<file path="src/rtl/deque_cmd_ctrl.sv">
// Host command front-end for the dual deque: synchronises the strobe, decodes the opcode and
// issues one gated push/pop per strobe. Optional macro DEQUE_CTRL_PEEK_EN makes op 11 a PEEK.
module deque_cmd_ctrl #(
    parameter int SYNC_STAGES = 2,
    parameter int ERR_STICKY  = 1
) (
    input  logic       clk,
    input  logic       rst_n,
    input  logic       strobe_in,
    input  logic [1:0] op_in,
    input  logic       dsel_in,
    input  logic       esel_in,
    input  logic [7:0] wdata_in,
    output logic       deque_select,
    output logic       end_select,
    output logic       push,
    output logic       pop,
    output logic [7:0] deque_wdata,
    input  logic       d0_empty,
    input  logic       d0_full,
    input  logic       d1_empty,
    input  logic       d1_full,
    input  logic [7:0] deque_rdata,
    output logic [7:0] rdata,
    output logic       ack,
    output logic       err_overflow,
    output logic       err_underflow
);

    typedef enum logic [1:0] {S_IDLE, S_LATCH, S_ISSUE, S_DONE} state_t;
    typedef enum logic [1:0] {OP_NOP = 2'b00, OP_PUSH = 2'b01, OP_POP = 2'b10, OP_PEEK = 2'b11} op_t;

    state_t                 r_state, w_state_nxt;
    logic [SYNC_STAGES-1:0] r_sync;
    logic                   r_s_d;
    logic                   w_s, w_rise, w_full, w_empty, w_ack;
    op_t                    r_op;
    logic                   r_dsel, r_esel;
    logic [7:0]             r_wdata, r_rdata;
    logic                   r_push, r_pop, r_peek, r_nop, r_rej_ovf, r_rej_unf;
    logic                   r_err_ovf, r_err_unf;

    assign w_s     = r_sync[SYNC_STAGES-1];
    assign w_rise  = w_s & ~r_s_d;
    assign w_full  = r_dsel ? d1_full  : d0_full;
    assign w_empty = r_dsel ? d1_empty : d0_empty;

    // NOTE: every flop below uses non-blocking assignment so all state updates see pre-edge values.
    always_ff @(posedge clk or negedge rst_n) begin
        if (!rst_n) begin
            r_sync  <= '0;
            r_s_d   <= 1'b0;
            r_state <= S_IDLE;
        end else begin
            r_sync  <= {r_sync[SYNC_STAGES-2:0], strobe_in};
            r_s_d   <= w_s;
            r_state <= w_state_nxt;
        end
    end

    // NOTE: defaults first so no path through the case leaves a signal unassigned (no latches).
    always_comb begin
        w_state_nxt = r_state;
        w_ack       = 1'b0;
        unique case (r_state)
            S_IDLE:  if (w_rise) w_state_nxt = S_LATCH;
            S_LATCH: w_state_nxt = S_ISSUE;
            S_ISSUE: w_state_nxt = S_DONE;
            S_DONE: begin
                w_ack = 1'b1;
                if (!w_s) w_state_nxt = S_IDLE;
            end
            default: w_state_nxt = S_IDLE;
        endcase
    end

    always_ff @(posedge clk or negedge rst_n) begin
        if (!rst_n) begin
            r_op      <= OP_NOP;
            r_dsel    <= 1'b0;
            r_esel    <= 1'b0;
            r_wdata   <= '0;
            r_rdata   <= '0;
            r_push    <= 1'b0;
            r_pop     <= 1'b0;
            r_peek    <= 1'b0;
            r_nop     <= 1'b0;
            r_rej_ovf <= 1'b0;
            r_rej_unf <= 1'b0;
            r_err_ovf <= 1'b0;
            r_err_unf <= 1'b0;
        end else begin
            // Decision flags live for the single ISSUE cycle only.
            r_push    <= 1'b0;
            r_pop     <= 1'b0;
            r_peek    <= 1'b0;
            r_nop     <= 1'b0;
            r_rej_ovf <= 1'b0;
            r_rej_unf <= 1'b0;
            unique case (r_state)
                S_IDLE: if (w_rise) begin
                    r_op    <= op_t'(op_in);
                    r_dsel  <= dsel_in;
                    r_esel  <= esel_in;
                    r_wdata <= wdata_in;
                end
                S_LATCH: begin
                    unique case (r_op)
                        OP_NOP:  r_nop <= 1'b1;
                        OP_PUSH: if (w_full) r_rej_ovf <= 1'b1; else r_push <= 1'b1;
                        OP_POP:  if (w_empty) r_rej_unf <= 1'b1; else r_pop <= 1'b1;
                        OP_PEEK: begin
`ifdef DEQUE_CTRL_PEEK_EN
                            if (w_empty) r_rej_unf <= 1'b1; else r_peek <= 1'b1;
`else
                            r_rej_ovf <= 1'b1;
                            r_rej_unf <= 1'b1;
`endif
                        end
                        default: r_nop <= 1'b1;
                    endcase
                end
                S_ISSUE: begin
                    // deque_rdata is still the pre-pop head during this cycle.
                    if (r_pop || r_peek) r_rdata <= deque_rdata;
                    if (r_nop) begin
                        r_err_ovf <= 1'b0;
                        r_err_unf <= 1'b0;
                    end else if (r_rej_ovf || r_rej_unf) begin
                        if (r_rej_ovf) r_err_ovf <= 1'b1;
                        if (r_rej_unf) r_err_unf <= 1'b1;
                    end else if (ERR_STICKY == 0) begin
                        r_err_ovf <= 1'b0;
                        r_err_unf <= 1'b0;
                    end
                end
                default: ;
            endcase
        end
    end

    assign deque_select  = r_dsel;
    assign end_select    = r_esel;
    assign deque_wdata   = r_wdata;
    assign push          = r_push;
    assign pop           = r_pop;
    assign rdata         = r_rdata;
    assign ack           = w_ack;
    assign err_overflow  = r_err_ovf;
    assign err_underflow = r_err_unf;

endmodule

</file>
<file path="config.mk">
export PLATFORM = sky130hd
export DESIGN_NAME = deque_cmd_ctrl
export DESIGN_NICKNAME = d
export VERILOG_FILES = /design/src/rtl/deque_cmd_ctrl.sv
export SDC_FILE = /design/constraint.sdc
export NUM_CORES = 1
export LEC_CHECK = 0
export ABC_AREA = 0
export BUFFER_PORTS_ARGS = -buffer_cell sky130_fd_sc_hd__clkbuf_2
export CAP_MARGIN = 20
export CELL_PAD_IN_SITES_DETAIL_PLACEMENT = 2
export CELL_PAD_IN_SITES_GLOBAL_PLACEMENT = 2
export CORE_AREA = 2 2 59 89
export CTS_BUF_LIST = sky130_fd_sc_hd__clkbuf_16
export DETAILED_ROUTE_END_ITERATION = 7
export DIE_AREA = 0 0 61 91
export PLACE_DENSITY_LB_ADDON = 0.05
export SKIP_LAST_GASP = 1
export SLEW_MARGIN = 20
export SYNTH_ARGS = -nofsm -noshare
export SYNTH_HDL_FRONTEND = slang
export SYNTH_SLANG_ARGS = --single-unit
</file>
<file path="constraint.sdc">
create_clock -name clk -period 1.3 [get_ports clk]
set_input_delay 0.13 -clock clk [delete_from_list [all_inputs] [get_ports clk]]
set_output_delay 0.13 -clock clk [all_outputs]
set_load 0.005 [all_outputs]
</file>
After elaboration in Yosys (flattened, before gate mapping) --
Index checks and enable logic that the tools add are counted. W data, S select, Z words.
Cells by class: bitwise logic cells 2, reductions and logical operators 11, muxes and demuxes 26, eq/ne operators 8
Operator list (count):
- $mux W1 | 21
- $eq A2 B2 Y1 const B | 4
- $pmux W2 S4 | 1
- $reduce_and A2 Y1 | 3
- $reduce_and A3 Y1 | 2
- $reduce_bool A2 Y1 | 3
- $eq A2 B1 Y1 const B | 2
- $logic_not A2 Y1 | 2
- $mux W2 | 2
- $ne A2 B2 Y1 const B | 2
- $pmux W1 S2 | 2
- $and A1 B1 Y1 | 1
- $logic_or A1 B1 Y1 | 1
- $not A1 Y1 | 1
Word-level totals: word-level logic and storage cells 62, bits in registers 32, input bits 27

Depth between registers and ports, before layout --
Gate-level depths: netlist of the first run.
depth in word-level cells 4, gate-level depth with buffers 5, gate-level depth less buffers 4

Worst setup path before layout of the first run --
No wires, ideal clock.
path kind register -> register, start register r_state[0], end register r_dsel, in the netlist deque_select, period minus slack after synthesis 1.377 ns, slack -0.077 ns, cell stages (with the launch flop) 6, required time 1.175 ns, arrival time 1.252 ns, cells stage by stage dfrtp_1 > inv_1 > ha_1 > nand3b_4 > buf_6 > mux2_4
Between the ends: word-level cells in the longest chain between the ends 2
RTL lines:
- start, declared | RTL line 33 | state_t r_state, w_state_nxt;
- start signal, assigned | RTL line 57 | r_state <= w_state_nxt;
- $logic_not A2 Y1 | RTL line 100 | unique case (r_state)
- $reduce_and A2 Y1 (no source line)
- end signal, assigned | RTL line 103 | r_dsel <= dsel_in;
- end, declared | RTL line 38 | logic r_dsel, r_esel;
Every way passes these cells. A chain may end at the register's enable or synchronous reset.

Final worst setup path of the first run --
start register r_state[0], end register r_state[1]
Between the ends: word-level cells in the longest chain between the ends 3
RTL lines:
- $eq A2 B2 Y1 or $logic_not A2 Y1 (tied branches) | RTL line 65 | unique case (r_state)
- $ne A2 B2 Y1 (no source line)
- $reduce_and A2 Y1 (no source line)
Several ways; a longest one is shown, not always the timed one.

==> results of run 1 <==
layout by cell type, fill, tap and decap left out, drive strengths merged:
cell	n
buf	7
ha	5
a21oi	5
dfrtp	32
clkbuf	54
a211oi	2
dlygate4sd3	2
nand2	3
nand3b	2
nand2b	1
nor2	3
nor2b	3
mux2i	1
mux2	21
and3	1
and2	1
inv	2
nor3b	1
clkinv	3
where the power goes:
group,internal (W),switching [W]
logic,0.00105,0.000645
registers,0.00144,0.000304
clock network,0.000693,0.000390
synthesized netlist by cell type, drive strengths merged:
master	number	area (µm²)
a211oi	2	15.01
a21oi	5	28.78
and2	1	6.260
and3	1	6.260
buf	1	11.26
dfrtp	32	800.8
ha	5	62.56
inv	2	7.510
mux2	21	274.0
mux2i	1	10.01
nand2	3	13.77
nand2b	1	6.260
nand3b	1	20.02
nor2	3	11.26
nor2b	3	18.77
nor3b	1	7.510
metrics by stage:
stage               setup WS [ps]  instances  hold WS [ps]
detailed placement         -126.7        203         112.6
CTS                        -69.44        215         85.71
floorplan                  -6.380         83        -165.6
finish                     -43.58        215         89.87
global placement           -57.96        203         103.4
global route               -106.6        215         90.62
kinds of logic after synthesis:
group,after synthesis
multiplexers,22
AO/OA/AOI/OAI,7
buffers and inverters,3
flip-flops,32
AND/OR/NAND/NOR,14
adder cells (fa/ha/maj),5
sequential cells by signal, indices dropped and copies added, names as in the netlist, 2 cells and up:
register     cells
deque_wdata      8
rdata            8
r_sync           2
r_op             2
r_state          2
critical path, cell delays in order (launching register included):
cell	delay [ps]
dfrtp_2	450
ha_4	180
and2_4	150
a21oi_4	140
mux2_4	310
what timing repair did:
action	in CTS	in global routing
setup endpoints to repair	22	23
resized for setup	4	5
gates cloned	1	0
buffers inserted	1	0
pin swaps	1	2
endpoints found under the hold margin	16	0
hold buffers	2	0
worst paths after layout:
check,slack (ps),cells after the start,end,start
max,-40,4,r_state[1]$_DFFE_PN0P_,r_state[0]$_DFFE_PN0P_
min,90,2,rdata[1]$_DFFE_PN0P_,deque_rdata[1]
max reg2reg,-40,4,r_state[1]$_DFFE_PN0P_,r_state[0]$_DFFE_PN0P_
min reg2reg,360,0,r_sync[1]$_DFF_PN0_,r_sync[0]$_DFF_PN0_
max in group asynchronous,480,3,r_state[0]$_DFFE_PN0P_,rst_n
min in group asynchronous,350,2,err_underflow$_DFFE_PN0P_,rst_n
layout make-up:
cell class              count  area, µm²
multi-input cells          49      556.8
well taps                  66      82.58
inverters                   2      10.01
clock buffers               5      125.1
repair buffers             58      334.1
flip-flops and latches     32      803.3
fillers                   488       2845
clock inverters             3      13.76
layer usage:
layer,GRT usage,part of all wire
met3,0.03419,0.065
met2,0.2124,0.55
met5,0,0
met1,0.1293,0.37
met4,0.05435,0.017
==> metrics, run 1 <==
register area share after synthesis=0.6160; # diodes=0; Worst Hold Class=input pin to register; synth unique cells=19; Final Power=about 0.0045 W; Slew Viols, Final=0; final hold vios=0; xor/xnor share of the synthesized area=0; CTS tree=built; Max Freq=0.7443 GHz; initial core utilization=0.2725; Ys Warns=0; largest family of logic cells by synthesized area=multiplexers; Placement Cell Area=around 1700 µm²; Crit Path Category=register to register; RSZ-0062 raised after global routing=true; num ports=50; WP data required=1450 ps; CTS sink count=32; CP endpoint kind=register; Rows=31; post-synthesis simple-gate area fraction=0.06930; Pleak=roughly 1.0 nW; Layout area overhead=48.12%; worst skew pair latency=270 ps; failing checks=setup timing; Compound-Gate Fraction of Synth Area=0.03369; # H-tree levels=2; WL/cell=13.72 µm; PwrDens=between 2000 and 2500 nW/µm²; Worst-path clk slew=about 50 ps; initial antenna violation count=0; Worst Setup Start Kind=register; worst vdd ir=between 0.8 and 0.9 mV; Max Cap Viol=0; Die H=between 90 and 100 µm; dpl hpwl=around 2200 µm; slew margin rel.=0.6876; DRT iter0 DRCs=4; pin count of the biggest net entering global routing=18; Final Core Density=0.4036; Setup WS post-layout=-43.58 ps; post-route cell area=between 1500 and 2000 µm²; DRC errors left=0; CTS root buffer=clkbuf_16; mux cell area share after synthesis=0.2185; final setup fails=22; number of port buffers=a little under 50; first-pass GRT wire length=between 4000 and 5000 µm; vias=909; Final nets=180; vias in the first global route=1046; DRT antenna net count=0; syn_nets=about 120; clock buffer depth=2; Mapped Area=1300 µm²; WP data arrival=~1500 ps; die area=~5600 µm²; syn avg cell area=between 15 and 20 µm²; Placeable Area=around 4800 µm²; grt total ovfl=0; drt first pass iters=2; Vias/cell=about 4.2; Tot GR Track Use=0.1217; fin crit share=1.034; Die X=about 61 µm; fin crit period=around 1300 ps; share of layout cells above drive strength 1=0.6443; GP Congestion=about 0.63; CP Max Fanout=3; Post-Synth Adder-Cell Area=0.04812; Gate Count Post-Synth=83; final setup TNS=-499.1 ps; clk_skew=3.506 ps; Post-Route WL=just under 3000 µm; measured slew at the worst slew-check pin=roughly 470 ps; status=finished, violations left; CTS buffer count=5; #FFs+latches synth=32
Note: power is estimated with default switching activity, not from simulation.
==> run 2, diff against run 1 <==
Settings changed: CORE_AREA 2 2 59 89 to 2 2 56 85, CTS_CLUSTER_DIAMETER set to 200, DIE_AREA 0 0 61 91 to 0 0 58 87.
Clock period 1.3 ns to 1.4 ns, I/O delays scaled along.
==> run 2 against run 1 <==
The run now ends clean. Power down 8.8%. Worst setup slack better by 87 ps. Utilization up 2.8 points. Flip-flop and latch count unchanged. Register-to-register slack better by 90 ps. Critical path depth up 1. Wire length down 2.5%. Hold slack better by 11 ps. Largest power group unchanged.
==> metrics, run 2 (same netlist as run 1, synthesis figures left out) <==
status=completed (was finished, violations left); Slew Viols, Final=0 (unchanged); die area=5046 µm² (was 5551 µm²); dpl hpwl=2125 µm (was 2196 µm); Die H=87 µm (was 91 µm); vias=926 (was 909); worst r2r dst=r_state[1]$_DFFE_PN0P_ (unchanged); RSZ-0062 raised after global routing=true (unchanged); Vias/cell=4.677 (was 4.228); fin crit period=1357 ps (was 1344 ps); vias in the first global route=1025 (was 1046); drt first pass iters=3 (was 2); Worst Hold Class=input pin to register (unchanged); fin crit share=0.9692 (was 1.034); CTS buffer count=5 (unchanged); most frequent cells in the layout=49 x clkbuf_2, 32 x dfrtp_1, 11 x mux2_4, 10 x mux2_2, 7 x buf_4 (was 49 x clkbuf_2, 30 x dfrtp_1, 11 x mux2_4, 10 x mux2_2); final setup fails=0 (was 22); Worst R2R Start=r_state[1]$_DFFE_PN0P_ (was r_state[0]$_DFFE_PN0P_); CTS sink count=32 (unchanged); stages on the worst setup path=5 (was 4); initial core utilization=0.2986 (was 0.2725); Layout area overhead=44.56% (was 48.12%); R2R depth=5 (was 4); Pleak=0.9985 nW (was 0.9951 nW); Worst-path clk slew=50 ps (about the same); Filler cells=455 (was 488); WP data required=1560 ps (was 1450 ps); grt total ovfl=0 (unchanged); slew margin rel.=0.6981 (was 0.6876); Rows=30 (was 31); Crit Path Category=register to register (unchanged); number of port buffers=49 (unchanged); Post-Route WL=2876 µm (was 2950 µm); CTS tree=built (unchanged); initial antenna violation count=0 (unchanged); slowest CP cell=dfrtp_1 (was dfrtp_2); clk_skew=5.855 ps (was 3.506 ps); measured slew at the worst slew-check pin=452.8 ps (was 468.5 ps); Tot GR Track Use=0.1300 (was 0.1217); CP Max Fanout=3 (unchanged); WP data arrival=1520 ps (was 1500 ps); CP startpoint=r_state[1]$_DFFE_PN0P_ (was r_state[0]$_DFFE_PN0P_); CP top delay family=flip-flops (unchanged); worst reg2reg setup slack=40 ps (was -40 ps); num ports=50 (unchanged); PwrDens=2194 nW/µm² (was 2348 nW/µm²); Die X=58 µm (was 61 µm); worst setup path endpoint=r_state[1]$_DFFE_PN0P_ (unchanged); Largest stage delay, worst path=370 ps (was 450 ps); DRC errors left=0 (unchanged); clock buffer depth=2 (unchanged); GP Congestion=0.6608 (was 0.6301); # H-tree levels=2 (unchanged); # diodes=0 (unchanged); first-pass GRT wire length=4774 µm (was 4905 µm); worst vdd ir=0.9941 mV (was 0.8309 mV); CP endpoint kind=register (unchanged); Final Power=0.004124 W (was 0.004521 W); Max Freq=0.7370 GHz (was 0.7443 GHz); share of layout cells above drive strength 1=0.6200 (was 0.6443); post-route cell area=1879 µm² (was 1926 µm²); Placement Cell Area=1659 µm² (was 1703 µm²); Min Hold Slack=101.0 ps (was 89.87 ps); Critical Path, Cell by Cell=inv_1, ha_4, buf_4, a21oi_4, mux2_4 (was ha_4, and2_4, a21oi_4, mux2_4); Final Core Density=0.4316 (was 0.4036); Max Cap Viol=0 (unchanged); Final nets=181 (was 180); CTS root buffer=clkbuf_16 (unchanged); final hold vios=0 (unchanged); Worst Setup Start Kind=register (unchanged); worst skew pair latency=270 ps (about the same); DRT antenna net count=0 (unchanged); Buf+Inv Stages, Crit Path=2 (was 0); most common cell after layout, fill and taps aside=clkbuf_2 (unchanged); Placeable Area=4354 µm² (was 4771 µm²); WL/cell=14.53 µm (was 13.72 µm); pin count of the biggest net entering global routing=18 (unchanged); DRT iter0 DRCs=3 (was 4)
run 2: changes by cell type in the layout (fill, tap and decap cells not counted), sizes merged:
cell	previous run	this run
buf	7	8
run 2: worst reg2reg max path: stages (launching register included):
cell	delay [ps]
dfrtp_1	370
inv_1	90
ha_4	190
buf_4	140
a21oi_4	130
mux2_4	310
run 2: layout make-up:
cell class | instances | area (µm²) | share of cell area
Inverter | 2 | 7.507 | 0.003995
Sequential cell | 32 | 800.8 | 0.4261
Tap cell | 48 | 60.06 | 0.03196
Clock buffer | 5 | 125.1 | 0.06658
Timing Repair Buffer | 59 | 337.8 | 0.1798
Multi-Input combinational cell | 49 | 534.3 | 0.2843
Clock inverter | 3 | 13.76 | 0.007324
run 2: how the worst min path moves through the flow:
stage	startpoint	end	slack (ps)	cells past startpoint
detailed placement	rst_n	rdata[6]$_DFFE_PN0P_	110	1
global placement	rst_n	rdata[6]$_DFFE_PN0P_	100	1
finish	wdata_in[5]	deque_wdata[5]$_DFFE_PN0P_	100	2
global route	dsel_in	deque_select$_DFFE_PN0P_	100	2
CTS	esel_in	end_select$_DFFE_PN0P_	100	2
floorplan	rst_n	deque_select$_DFFE_PN0P_	-160	0
run 2: repair_timing:
item / in CTS / in global routing
pin swaps: 2 / 2
setup endpoints to repair: 22 / 10
buffers inserted: 1 / 0
cloned: 1 / 0
resized for setup: 8 / 1
hold buffers: 2 / 0
hold endpoints to repair: 16 / 0
run 2: stage by stage:
stage / std cells / TNS [ps] / setup slack (ps)
floorplan: 83 / 0 / 22.93
global placement: 186 / -63.92 / -8.016
detailed placement: 186 / -1333 / -107.5
CTS: 198 / 0 / 1.644
global route: 198 / -2.644 / -2.644
finish: 198 / 0 / 43.15
run 2: power by group:
part | switching [W] | leakage, nW | internal, W
registers | 0.000255 | 0.384 | 0.00133
clock network | 0.000371 | 0.0710 | 0.000644
logic | 0.000588 | 0.543 | 0.000939
total | 0.00121 | 0.998 | 0.00291
run 2: routing by layer:
layer / GRT usage / part of all wire / vias up
li1: - / - / 419
met1: 0.1211 / 0.36 / 468
met2: 0.2459 / 0.56 / 34
met3: 0.04160 / 0.067 / 5
met4: 0.06342 / 0.021 / 0
met5: 0 / 0 / -
==> run 3, diff against run 2 <==
Settings changed: CELL_PAD_IN_SITES_DETAIL_PLACEMENT 2 to unset, CELL_PAD_IN_SITES_GLOBAL_PLACEMENT 2 to unset, CORE_AREA 2 2 56 85 to 2 2 46 70, DIE_AREA 0 0 58 87 to 0 0 48 72.
==> run 3 against run 2 <==
Combinational power decreased by 3%. Wire length decreased by 19%. Flip-flop and latch count unchanged. First-iteration DRC count increased to 3.7 times the previous value. Via count decreased by 5.3%. Global-route usage increased by 2.2 points. Cell area increased by 0.60%. Critical path type unchanged.
==> metrics, run 3 (same netlist as run 1, synthesis figures left out) <==
pin count of the biggest net entering global routing=18 (unchanged); fin crit share=0.9673 (was 0.9692); slew margin rel.=0.6970 (was 0.6981); WP data required=1560 ps (about the same); # H-tree levels=2 (unchanged); Final nets=182 (was 181); final setup fails=0 (unchanged); Max Freq=0.7384 GHz (was 0.7370 GHz); clk_skew=5.230 ps (was 5.855 ps); Crit Path Category=register to register (unchanged); Pleak=1.016 nW (was 0.9985 nW); share of layout cells above drive strength 1=0.6225 (was 0.6200); CTS sink count=32 (unchanged); most common cell after layout, fill and taps aside=clkbuf_2 (unchanged); Vias/cell=4.616 (was 4.677); Slew Viols, Final=0 (unchanged); CTS root buffer=clkbuf_16 (unchanged); worst reg2reg setup slack=50 ps (was 40 ps); Largest stage delay, worst path=420 ps (was 370 ps); Worst-path clk slew=50 ps (about the same); R2R depth=4 (was 5); hold depth=2 (unchanged); Tot GR Track Use=0.1523 (was 0.1300); GR Util met3=0.03731 (was 0.04160); vias=877 (was 926); Layout area overhead=45.43% (was 44.56%); Worst R2R Start=r_state[1]$_DFFE_PN0P_ (unchanged); GP Congestion=0.6717 (was 0.6608); RSZ-0062 raised after global routing=true (unchanged); PwrDens=2248 nW/µm² (was 2194 nW/µm²); Layout Cells excl Fill=190 (was 198); grt total ovfl=0 (unchanged); DRC errors left=0 (unchanged); die area=3456 µm² (was 5046 µm²); most frequent cells in the layout=49 x clkbuf_2, 32 x dfrtp_1, 11 x mux2_4, 10 x mux2_2, 8 x buf_4 (was 49 x clkbuf_2, 32 x dfrtp_1, 11 x mux2_4, 10 x mux2_2, 7 x buf_4); CP endpoint kind=register (unchanged); Placeable Area=2853 µm² (was 4354 µm²); CTS tree=built (unchanged); Final Core Density=0.6627 (was 0.4316); final setup TNS=0 ps (unchanged); measured slew at the worst slew-check pin=454.5 ps (was 452.8 ps); vias in the first global route=810 (was 1025); worst skew pair latency=270 ps (about the same); grt met1 use=0.1559 (was 0.1211); number of port buffers=49 (unchanged); initial antenna violation count=0 (unchanged); post-route cell area=1891 µm² (was 1879 µm²); Hold EP=end_select$_DFFE_PN0P_ (was deque_wdata[5]$_DFFE_PN0P_); DRT antenna net count=0 (unchanged); CP Max Fanout=4 (was 3); fin crit period=1354 ps (was 1357 ps); Die X=48 µm (was 58 µm); drt first pass iters=4 (was 3); initial core utilization=0.4557 (was 0.2986); worst r2r dst=r_state[1]$_DFFE_PN0P_ (unchanged); Critical Path, Cell by Cell=ha_2, and2_1, a21oi_2, mux2_4 (was inv_1, ha_4, buf_4, a21oi_4, mux2_4); Min Hold Slack=93.99 ps (was 101.0 ps); Post-Route WL=2321 µm (was 2876 µm); Worst Hold Class=input pin to register (unchanged); final hold vios=0 (unchanged); clock buffer depth=2 (unchanged); hold path start=esel_in (was wdata_in[5]); WP data arrival=1510 ps (was 1520 ps); Worst Setup Start Kind=register (unchanged); DRT iter0 DRCs=11 (was 3); dpl hpwl=1717 µm (was 2125 µm); status=completed (unchanged); # diodes=0 (unchanged); num ports=50 (unchanged); Max Cap Viol=0 (unchanged); WL/cell=12.22 µm (was 14.53 µm); placed insts=177 (was 186); Die H=72 µm (was 87 µm); slowest CP cell=dfrtp_1 (unchanged); Placement Cell Area=1648 µm² (was 1659 µm²); Rows=24 (was 30); Top Usage Layer GRT=met2 (unchanged); CP startpoint=r_state[1]$_DFFE_PN0P_ (unchanged); CTS buffer count=5 (unchanged); worst vdd ir=1.639 mV (was 0.9941 mV); first-pass GRT wire length=3553 µm (was 4774 µm); Filler cells=237 (was 455); met2 usage=0.2607 (was 0.2459)
run 3: changes by cell type in the layout (fill, tap and decap cells not counted):
cell / change
buf_4: +1
clkinv_1: -1
clkinv_2: -1
ha_1: +1
inv_2: +1
ha_2: -1
a21oi_2: +1
bufinv_16: +1
a21oi_4: -1
run 3: report_power, final:
group          total, W  switching (W)  leakage [nW]  internal, W
registers       0.00157       0.000248         0.384      0.00133
clock network   0.00119       0.000367        0.0850     0.000827
logic           0.00148       0.000543         0.547     0.000936
total           0.00425        0.00116          1.02      0.00309
run 3: worst max-delay path by stage:
stage | to | slack (ps)
5_1_grt | r_state[1]$_DFFE_PN0P_ | -9
4_1_cts | rdata[4]$_DFFE_PN0P_ | -20
6_report | r_state[1]$_DFFE_PN0P_ | 50
2_1_floorplan | deque_select$_DFFE_PN0P_ | 20
3_5_place_dp | deque_wdata[2]$_DFFE_PN0P_ | -70
3_3_place_gp | deque_wdata[5]$_DFFE_PN0P_ | -30
run 3: per-layer routing:
| layer | up-vias | routed length (µm) |
|---|---|---|
| met5 | - | 0 |
| met4 | 0 | 49 |
| met3 | 5 | 135 |
| met2 | 38 | 1322 |
| met1 | 414 | 814 |
| li1 | 420 | - |
run 3: layout make-up:
type / instances / area (µm²) / share of cell area
clock buffer: 5 / 125.1 / 0.06618
clock inverter: 3 / 38.79 / 0.02052
tap: 39 / 48.80 / 0.02581
inverter: 2 / 7.507 / 0.003971
multi-input combinational: 49 / 524.3 / 0.2773
sequential: 32 / 800.8 / 0.4236
timing repair buffer: 60 / 345.3 / 0.1827
run 3: through the flow:
step                setup WS [ps]  power, W
floorplan                   22.93  0.002306
global placement           -30.97  0.002880
detailed placement         -73.54  0.002936
CTS                        -16.30  0.004222
global route               -8.556  0.004541
finish                      45.74  0.004249
run 3: critical path: cells and delay by family (launching register included):
family	cells	cell delay, ps
simple gates	1	160
flops	1	420
mux	1	310
fa+ha+maj	1	210
compound gates	1	140
run 3: timing repair:
item,in CTS,in global routing
endpoints found under the setup margin,12,20
pin swaps,0,1
hold endpoints to repair,17,0
resized for setup,3,5
setup buffers,0,2
hold buffers,2,0
cloned,1,0
